--- config.mk ---
export PLATFORM = sky130hd
export DESIGN_NAME = thermal_tx_scheduler
export DESIGN_NICKNAME = d
export VERILOG_FILES = /design/src/rtl/thermal_tx_scheduler.sv
export SDC_FILE = /design/constraint.sdc
export NUM_CORES = 1
export LEC_CHECK = 0
export BUFFER_PORTS_ARGS = -buffer_cell sky130_fd_sc_hd__buf_2
export CAP_MARGIN = 20
export CORE_ASPECT_RATIO = 2
export CORE_MARGIN = 1
export CORE_UTILIZATION = 40
export DETAILED_ROUTE_END_ITERATION = 10
export GPL_TIMING_DRIVEN = 0
export PLACE_DENSITY = 0.53
export SLEW_MARGIN = 15
export SYNTH_ARGS = -nofsm -noshare
export SYNTH_HDL_FRONTEND = slang
export SYNTH_SLANG_ARGS = --single-unit
export TNS_END_PERCENT = 30
--- constraint.sdc ---
create_clock -name clk -period 3.2 [get_ports clk]
set_clock_uncertainty 0.15 [all_clocks]
set_input_delay 0 -clock clk [delete_from_list [all_inputs] [get_ports clk]]
set_output_delay 0 -clock clk [all_outputs]
set_load 0.01 [all_outputs]
--- src/rtl/thermal_tx_scheduler.sv ---
// Thermal covert-channel transmit scheduler.
// Accepts one byte per frame and keys a ring-oscillator heater bank slot by
// slot: four preamble slots, eight data slots (LSB first) and one even-parity
// slot, followed by a heater-off guard interval that lets the die cool before
// the next frame. Each slot lasts BIT_CYCLES clocks; the guard lasts
// GUARD_CYCLES clocks. An abort cuts the frame short but still runs a full
// guard so the receiver always sees a clean cool-down.

module thermal_tx_scheduler #(
  parameter int unsigned BIT_CYCLES   = 33554432,
  parameter int unsigned GUARD_CYCLES = 16777216,
  parameter logic [3:0]  PREAMBLE     = 4'b1010
) (
  input  logic       clk,
  input  logic       rst,
  input  logic [7:0] tx_data,
  input  logic       tx_valid,
  output logic       tx_ready,
  input  logic       abort,
  output logic       heat_en,
  output logic       slot_strobe,
  output logic [3:0] slot_idx,
  output logic       busy,
  output logic       done
);

  // Terminal counts for the slot and guard counters.
  localparam logic [31:0] BIT_LAST   = 32'(BIT_CYCLES - 32'd1);
  localparam logic [31:0] GUARD_LAST = 32'(GUARD_CYCLES - 32'd1);

  // Slot numbers at which each transmitting phase hands over to the next.
  localparam logic [3:0] SLOT_PRE_END  = 4'd3;
  localparam logic [3:0] SLOT_DATA_END = 4'd11;

  typedef enum logic [2:0] {
    ST_IDLE,
    ST_PREAMBLE,
    ST_DATA,
    ST_PARITY,
    ST_GUARD
  } state_t;

  state_t      state;
  state_t      state_next;
  logic [31:0] slot_cnt;
  logic [31:0] guard_cnt;
  logic [3:0]  slot;
  logic [7:0]  data_q;
  logic        handshake;
  logic        active;
  logic        slot_last;
  logic        guard_last;
  logic [15:0] frame_bits;

  assign slot_idx = slot;

  // Next-state logic plus all combinational outputs derived from the current state.
  always_comb begin
    state_next  = state;
    handshake   = 1'b0;
    active      = 1'b0;
    tx_ready    = 1'b0;
    busy        = 1'b1;
    slot_strobe = 1'b0;
    heat_en     = 1'b0;
    slot_last   = (slot_cnt == BIT_LAST);
    guard_last  = (guard_cnt == GUARD_LAST);

    // Bit k of frame_bits is the heater value for slot k; the preamble is
    // reversed so that its MSB lands in slot 0.
    frame_bits = {3'b000, ^data_q, data_q,
                  PREAMBLE[0], PREAMBLE[1], PREAMBLE[2], PREAMBLE[3]};

    case (state)
      ST_IDLE: begin
        tx_ready  = 1'b1;
        busy      = 1'b0;
        handshake = tx_valid;
        if (tx_valid) begin
          state_next = ST_PREAMBLE;
        end
      end
      ST_PREAMBLE: begin
        active = 1'b1;
        if (abort) begin
          state_next = ST_GUARD;
        end else if (slot_last && (slot == SLOT_PRE_END)) begin
          state_next = ST_DATA;
        end
      end
      ST_DATA: begin
        active = 1'b1;
        if (abort) begin
          state_next = ST_GUARD;
        end else if (slot_last && (slot == SLOT_DATA_END)) begin
          state_next = ST_PARITY;
        end
      end
      ST_PARITY: begin
        active = 1'b1;
        if (abort || slot_last) begin
          state_next = ST_GUARD;
        end
      end
      ST_GUARD: begin
        if (guard_last) begin
          state_next = ST_IDLE;
        end
      end
      default: begin
        state_next = ST_IDLE;
      end
    endcase

    if (active) begin
      slot_strobe = (slot_cnt == 32'd0);
      heat_en     = frame_bits[slot];
    end
  end

  // State register; reset always lands in IDLE without passing through GUARD.
  always_ff @(posedge clk) begin
    if (rst) begin
      state <= ST_IDLE;
    end else begin
      state <= state_next;
    end
  end

  // Per-slot cycle counter and slot index; the index freezes during GUARD and clears on return to IDLE.
  always_ff @(posedge clk) begin
    if (rst) begin
      slot_cnt <= 32'd0;
      slot     <= 4'd0;
    end else if (active) begin
      if (state_next == ST_GUARD) begin
        slot_cnt <= 32'd0;
      end else if (slot_last) begin
        slot_cnt <= 32'd0;
        slot     <= slot + 4'd1;
      end else begin
        slot_cnt <= slot_cnt + 32'd1;
      end
    end else begin
      slot_cnt <= 32'd0;
      if (state_next == ST_IDLE) begin
        slot <= 4'd0;
      end
    end
  end

  // Guard interval counter; restarts from zero on every entry into GUARD, including after an abort.
  always_ff @(posedge clk) begin
    if (rst) begin
      guard_cnt <= 32'd0;
    end else if ((state == ST_GUARD) && (state_next == ST_GUARD)) begin
      guard_cnt <= guard_cnt + 32'd1;
    end else begin
      guard_cnt <= 32'd0;
    end
  end

  // Payload byte captured on the handshake and held for the whole frame.
  always_ff @(posedge clk) begin
    if (rst) begin
      data_q <= 8'd0;
    end else if (handshake) begin
      data_q <= tx_data;
    end
  end

  // One-cycle completion pulse on the first IDLE cycle after the guard expires.
  always_ff @(posedge clk) begin
    if (rst) begin
      done <= 1'b0;
    end else begin
      done <= (state == ST_GUARD) && guard_last;
    end
  end

endmodule

# --- Word level (Yosys, flattened, before mapping) ---
# Cells that the tools add are included.
word_totals:
  regBits: 80
  output_inout_bits: 9
  word_cells: 57
classes:
  addsub: 3
  order_cmp: 1
  eq_ne: 11
  n_mux: 20
  bitwise_logic: 2
  reduce_logical: 14
op_table:
  columns: ["operator", "n"]
  rows:
  - ["32-bit by 1-bit adder with 32-bit output (second input constant)", 2]
  - ["32-bit by 24-bit == test with 1-bit output (second input constant)", 1]
  - ["32-bit by 25-bit == test with 1-bit output (second input constant)", 1]
  - ["32-bit logical NOT", 1]
  - ["3-bit two-way mux", 7]
  - ["4-bit two-way mux", 4]
  - ["3-bit one-hot mux with 5 select lines", 1]
  - ["8-bit parity", 1]
  - ["1-bit two-way mux", 7]
  - ["3-bit by 2-bit == test with 1-bit output (second input constant)", 2]
  - ["3-bit == test (second input constant)", 2]
  - ["3-bit logical NOT", 2]
  - ["4-bit by 5-bit < comparator with 1-bit output (second input constant)", 1]
  - ["4-bit by 1-bit adder with 4-bit output (second input constant)", 1]
  - ["1-bit binary-select mux with 4-bit select", 1]
  - ["4-bit by 2-bit == test with 1-bit output (second input constant)", 1]
  - ["4-bit == test (second input constant)", 1]
  - ["1-bit logical AND", 4]
  - ["4-bit OR reduction", 1]
  - ["3-bit by 1-bit == test with 1-bit output (second input constant)", 1]
  - ["3-bit AND reduction", 1]
  - ["3-bit OR reduction", 1]
  - ["2-bit by 1-bit != test with 1-bit output (second input constant)", 1]
  - ["2-bit != test (second input constant)", 1]
  - ["4 further kinds", 5]

# --- Depth between registers and ports, before layout ---
logic_depth:
  word_depth: 9
  mapped_depth: 10
  mapped_depth_nobuf: 7

# --- Least setup slack after synthesis ---
# No wires, ideal clock.
synth_timing:
  path_kind: "register to register"
  start: "register slot_cnt[0]"
  end: "register guard_cnt[27]"
  setup_time_ps: 62
  t_arrival_ps: 2362
  required_ps: 2988
  setup_slack_ps: 625
  stages_incl_launch_ff: 11
  cell_sequence: "dfxtp_1 > ha_1 > nand4_1 > or3_1 > buf_2 > nor4_4 > a211oi_1 > or3_1 > buf_2 > buf_6 > nor2_2"
synth_between:
  elab_chain_len: 9
  word_cells_on_any_way: 14
  cone_classes: "eq/ne (2); mux (6); bitwise (1); reduce/logical (5)"
synth_lines:
  columns: ["element", "line", "source"]
  rows:
  - ["start: declaration", "45", "logic [31:0] slot_cnt;"]
  - ["start signal: assignment", "142", "slot_cnt <= slot_cnt + 32'd1;"]
  - ["32-bit by 25-bit == test with 1-bit output (*)", "66", "slot_last = (slot_cnt == BIT_LAST);"]
  - ["1-bit logical AND, on equally long branches", "95, 87", null]
  - ["3-bit two-way mux, on equally long branches", "95, 87", null]
  - ["3-bit two-way mux, on equally long branches", "93, 85", null]
  - ["3-bit one-hot mux with 5 select lines (*)", "74", "case (state)"]
  - ["3-bit == test (*)", "156", "end else if ((state == ST_GUARD) && (state_next == ST_GUARD)) begin"]
  - ["1-bit logical AND (*)", "156", null]
  - ["1-bit NOT (no line) (*)", null, null]
  - ["2-bit OR reduction (no line) (*)", null, null]
  - ["end signal: assignment", "157", "guard_cnt <= guard_cnt + 32'd1;"]
  - ["end: declaration", "46", "logic [31:0] guard_cnt;"]
# Every way passes the cells marked *; elsewhere a longest branch is shown, timed or not.
# A chain may end at the register's enable or synchronous reset.

# --- Final worst setup path ---
layout_timing:
  start: "register slot_cnt[0]"
  end: "register guard_cnt[23]"
# Same word-level chain as after synthesis.

==> results by group <==
Layout
  – Filler cells: 904
  – Layout cell share with drive strength beyond 1: 12.1%
  – Final Non-Filler Cells: 615
  – Post-Layout Inst Area: 4590 um2
  – Antenna cells: 0
  – Area Overhead vs Synth: 19.6%
  – Nets: 525

Job
  – Number of max-cap violations: 0

Placement
  – Dpl cell area: 4070 um2
  – Placed Cells: 578
  – Placement Setup Slack: -0.0132 ns
  – Port Buffers: 20
  – Hpwl dp: 6080 um
  – Final Wtd Congestion: 0.842

GRT
  – Wire length of the first global-routing pass: 14400 um
  – Global route total overflow: 0
  – Vias in the first global route: 3165
  – Initial antenna violation count: 0
  – Largest net degree at the start of global routing: 13
  – GRT Total Usage: 18.3%

Synth
  – Adder-cell share of the synthesized area: 1.95%
  – Largest family of logic cells by synthesized area: simple AND/OR/NAND/NOR gates
  – Compound-gate portion of the synthesized area: 4.14%
  – Top_reg_cell synth: dfxtp_1
  – Post-synthesis mux area share: 1.43%
  – Largest area contributor in the netlist: dfxtp_1
  – Ys async rst share: 0%
  – Area contributors post-synth: dfxtp_1 42%, xnor2_1 8.7%, nor2_1 7.9%, xor2_1 6.8%, nand2_1 3.9%
  – Simple-gate area share of the yosys netlist: 31.7%
  – Syn_nets: 472
  – Top-count cell post-synth: nor2_1
  – Ys Warns: 0
  – Post-synth EDFFs: 0
  – Post-synth top area share: 41.7%
  – Post-Syn Area: 3840 um2
  – Yosys cell types: 43
  – Avg Cell Area, Syn: 8.46 um2
  – Yosys reg bits: 80
  – Most frequent cells after synthesis: 81 x nor2_1, 80 x dfxtp_1, 40 x nand2_1
  – Post-synthesis xor/xnor area fraction: 15.5%
  – Sequential share of the synthesized area: 41.7%
  – Syn Inst Count: 454

Timing
  – Final hold viol count: 0
  – Final setup fails: 0
  – Worst-margin pin slew: 0.998 ns
  – RSZ-0062 raised after global routing: false
  – Final period utilization: 91.3%
  – Final worst setup slack: 0.278 ns
  – Final-report max-slew violation count: 0
  – Min cycle time layout: 2.92 ns
  – Max Fclk: 342 MHz
  – Slew headroom: 32.9%
  – TNS Setup: 0 ns

Clocking
  – Clock Latency Late Sink: 0.34 ns
  – CTS root buf: clkbuf_16
  – Num CTS Buffers: 9
  – Clock Pin Slew Worst Setup and Hold Paths: 0.06 ns
  – CTS tree: built
  – CTS H-tree lvls: 3
  – Clock Tree Buf Depth: 2
  – Clock sink count: 80

Worst setup path
  – CP required: 3.32 ns
  – WP data arrival: 3.04 ns
  – CP max FO: 10
  – Crit end category: register
  – Startpoint class of the critical path: register
  – Critical path type: register to register

Run status
  – Outcome: complete, no violations

Power and ir drop
  – Sw Share: 21.3%
  – Power share of the clock group: 47.9%
  – Reg power frac: 45.6%
  – P_leak: 1.59 nW
  – Total power: 2.23 mW
  – P_sw: 476 uW
  – Comb power frac: 6.5%
  – Max VDD drop: 0.313 mV
  – Int Pwr: 1.75 mW
  – PD cells: 485 nW/um2

Drt
  – Detailed-route via count: 3193
  – Initial DRC Count: 104
  – DR pass1 iterations: 4
  – Via-to-Cell Ratio: 5.19
  – Avg WL per Cell: 13.5 um
  – Antenna-violating nets left: 0
  – Total wire length: 8280 um
  – Remaining DRCs: 0

Die
  – Number of cell rows: 50
  – Core area: 9320 um2
  – Die area: 10000 um2
  – Width of the die: 71.3 um
  – Starting Density: 41.2%
  – Die Y-Extent: 141 um
  – I/O pins: 21

Min path
  – Hold WC Path Type: input port to register
critical path, cell delays in order, from the launching register on:
cell	delay (ns)
dfxtp_1	0.39
ha_1	0.23
nand4_1	0.19
or3_1	0.40
buf_2	0.18
nor4_4	0.40
a211oi_1	0.17
or3_1	0.32
buf_2	0.17
buf_6	0.15
nor2_1	0.11
registers in the layout (all words and copies together) (netlist names):
name and count:
data_q 8, done 1, guard_cnt 32, slot_cnt 32, slot_idx 4, state 3
path summary, 6_finish.rpt:
| kind | start | endpoint | slack, ns | cells past startpoint |
|---|---|---|---|---|
| min reg2reg | guard_cnt[0] | guard_cnt[0] | 0.31 | 1 |
| max reg2reg | slot_cnt[0] | guard_cnt[23] | 0.28 | 10 |
| max | slot_cnt[0] | guard_cnt[23] | 0.28 | 10 |
| min | tx_valid | slot_idx[1] | 0.12 | 5 |
repair_timing:
| item | 4_1_cts | 5_1_grt |
|---|---|---|
| hold buffers | 18 | 0 |
| hold endpoints to repair | 15 | 0 |
| setup endpoints to repair | 21 | 2 |
| setup buffers | 0 | 4 |
| pin swaps | 0 | 1 |
| gates resized for setup | 1 | 0 |
power by group through the flow:
stage	Clock [mW]	Sequential [mW]	Combinational [mW]
floorplan	0	1.04	0.0902
finish	1.07	1.02	0.144
global route	1.14	1.02	0.160
global placement	0	1.04	0.122
detailed placement	0	1.04	0.125
CTS	1.10	1.02	0.145
metal layers:
| layer | part of all wire (%) | global-route usage [%] | up-vias | wire length, um |
|---|---|---|---|---|
| li1 | - | - | 1653 | - |
| met1 | 40 | 18.6 | 1486 | 3330 |
| met2 | 55 | 34.7 | 36 | 4580 |
| met3 | 1.9 | 3.07 | 18 | 158 |
| met4 | 2.5 | 8.84 | 0 | 206 |
| met5 | 0 | 0 | - | 0 |
logic make-up (layout without fill, tap and decap cells):
logic type,after synthesis,in the layout
mux,3,3
buf+inv,27,84
compound gates,27,27
simple gates,243,243
xor+xnor,68,68
fa+ha+maj,6,6
flops,80,80
cell type report:
class	instances	area [um2]	share of cell area, %
buffer	13	85.1	1.85
timing repair buffer	42	310	6.75
clock buffer	11	233	5.07
inverter	14	52.6	1.14
sequential	80	1600	34.9
clock inverter	4	70.1	1.53
multi-input combinational	347	2110	46.0
tap	104	130	2.83
placed cells by master, fill, tap and decap left out, types with 3 or more instances in the layout:
cell,instances
xnor2_1,38
a211oi_1,3
ha_1,6
buf_6,3
clkbuf_1,7
nand2_1,40
buf_2,22
o21ai_0,7
clkbuf_16,9
and3_1,12
nor4_1,15
nand4_1,18
nor2_2,11
a21oi_1,11
nor2b_1,4
xor2_1,30
dlygate4sd3_1,18
nor2_1,81
nand3_1,28
and2_1,4
and4_1,3
dfxtp_1,80
buf_4,7
nor3_1,12
inv_1,14
through the flow:
step                      utilization [%]  hold WS [ns]
after floorplan                         -       -0.0713
after global placement               43.7        0.0792
after detailed placement             43.7        0.0791
after CTS                            49.0         0.108
after global routing                 49.3         0.187
final                                49.3         0.120
Power figures use the tool's default switching activity.
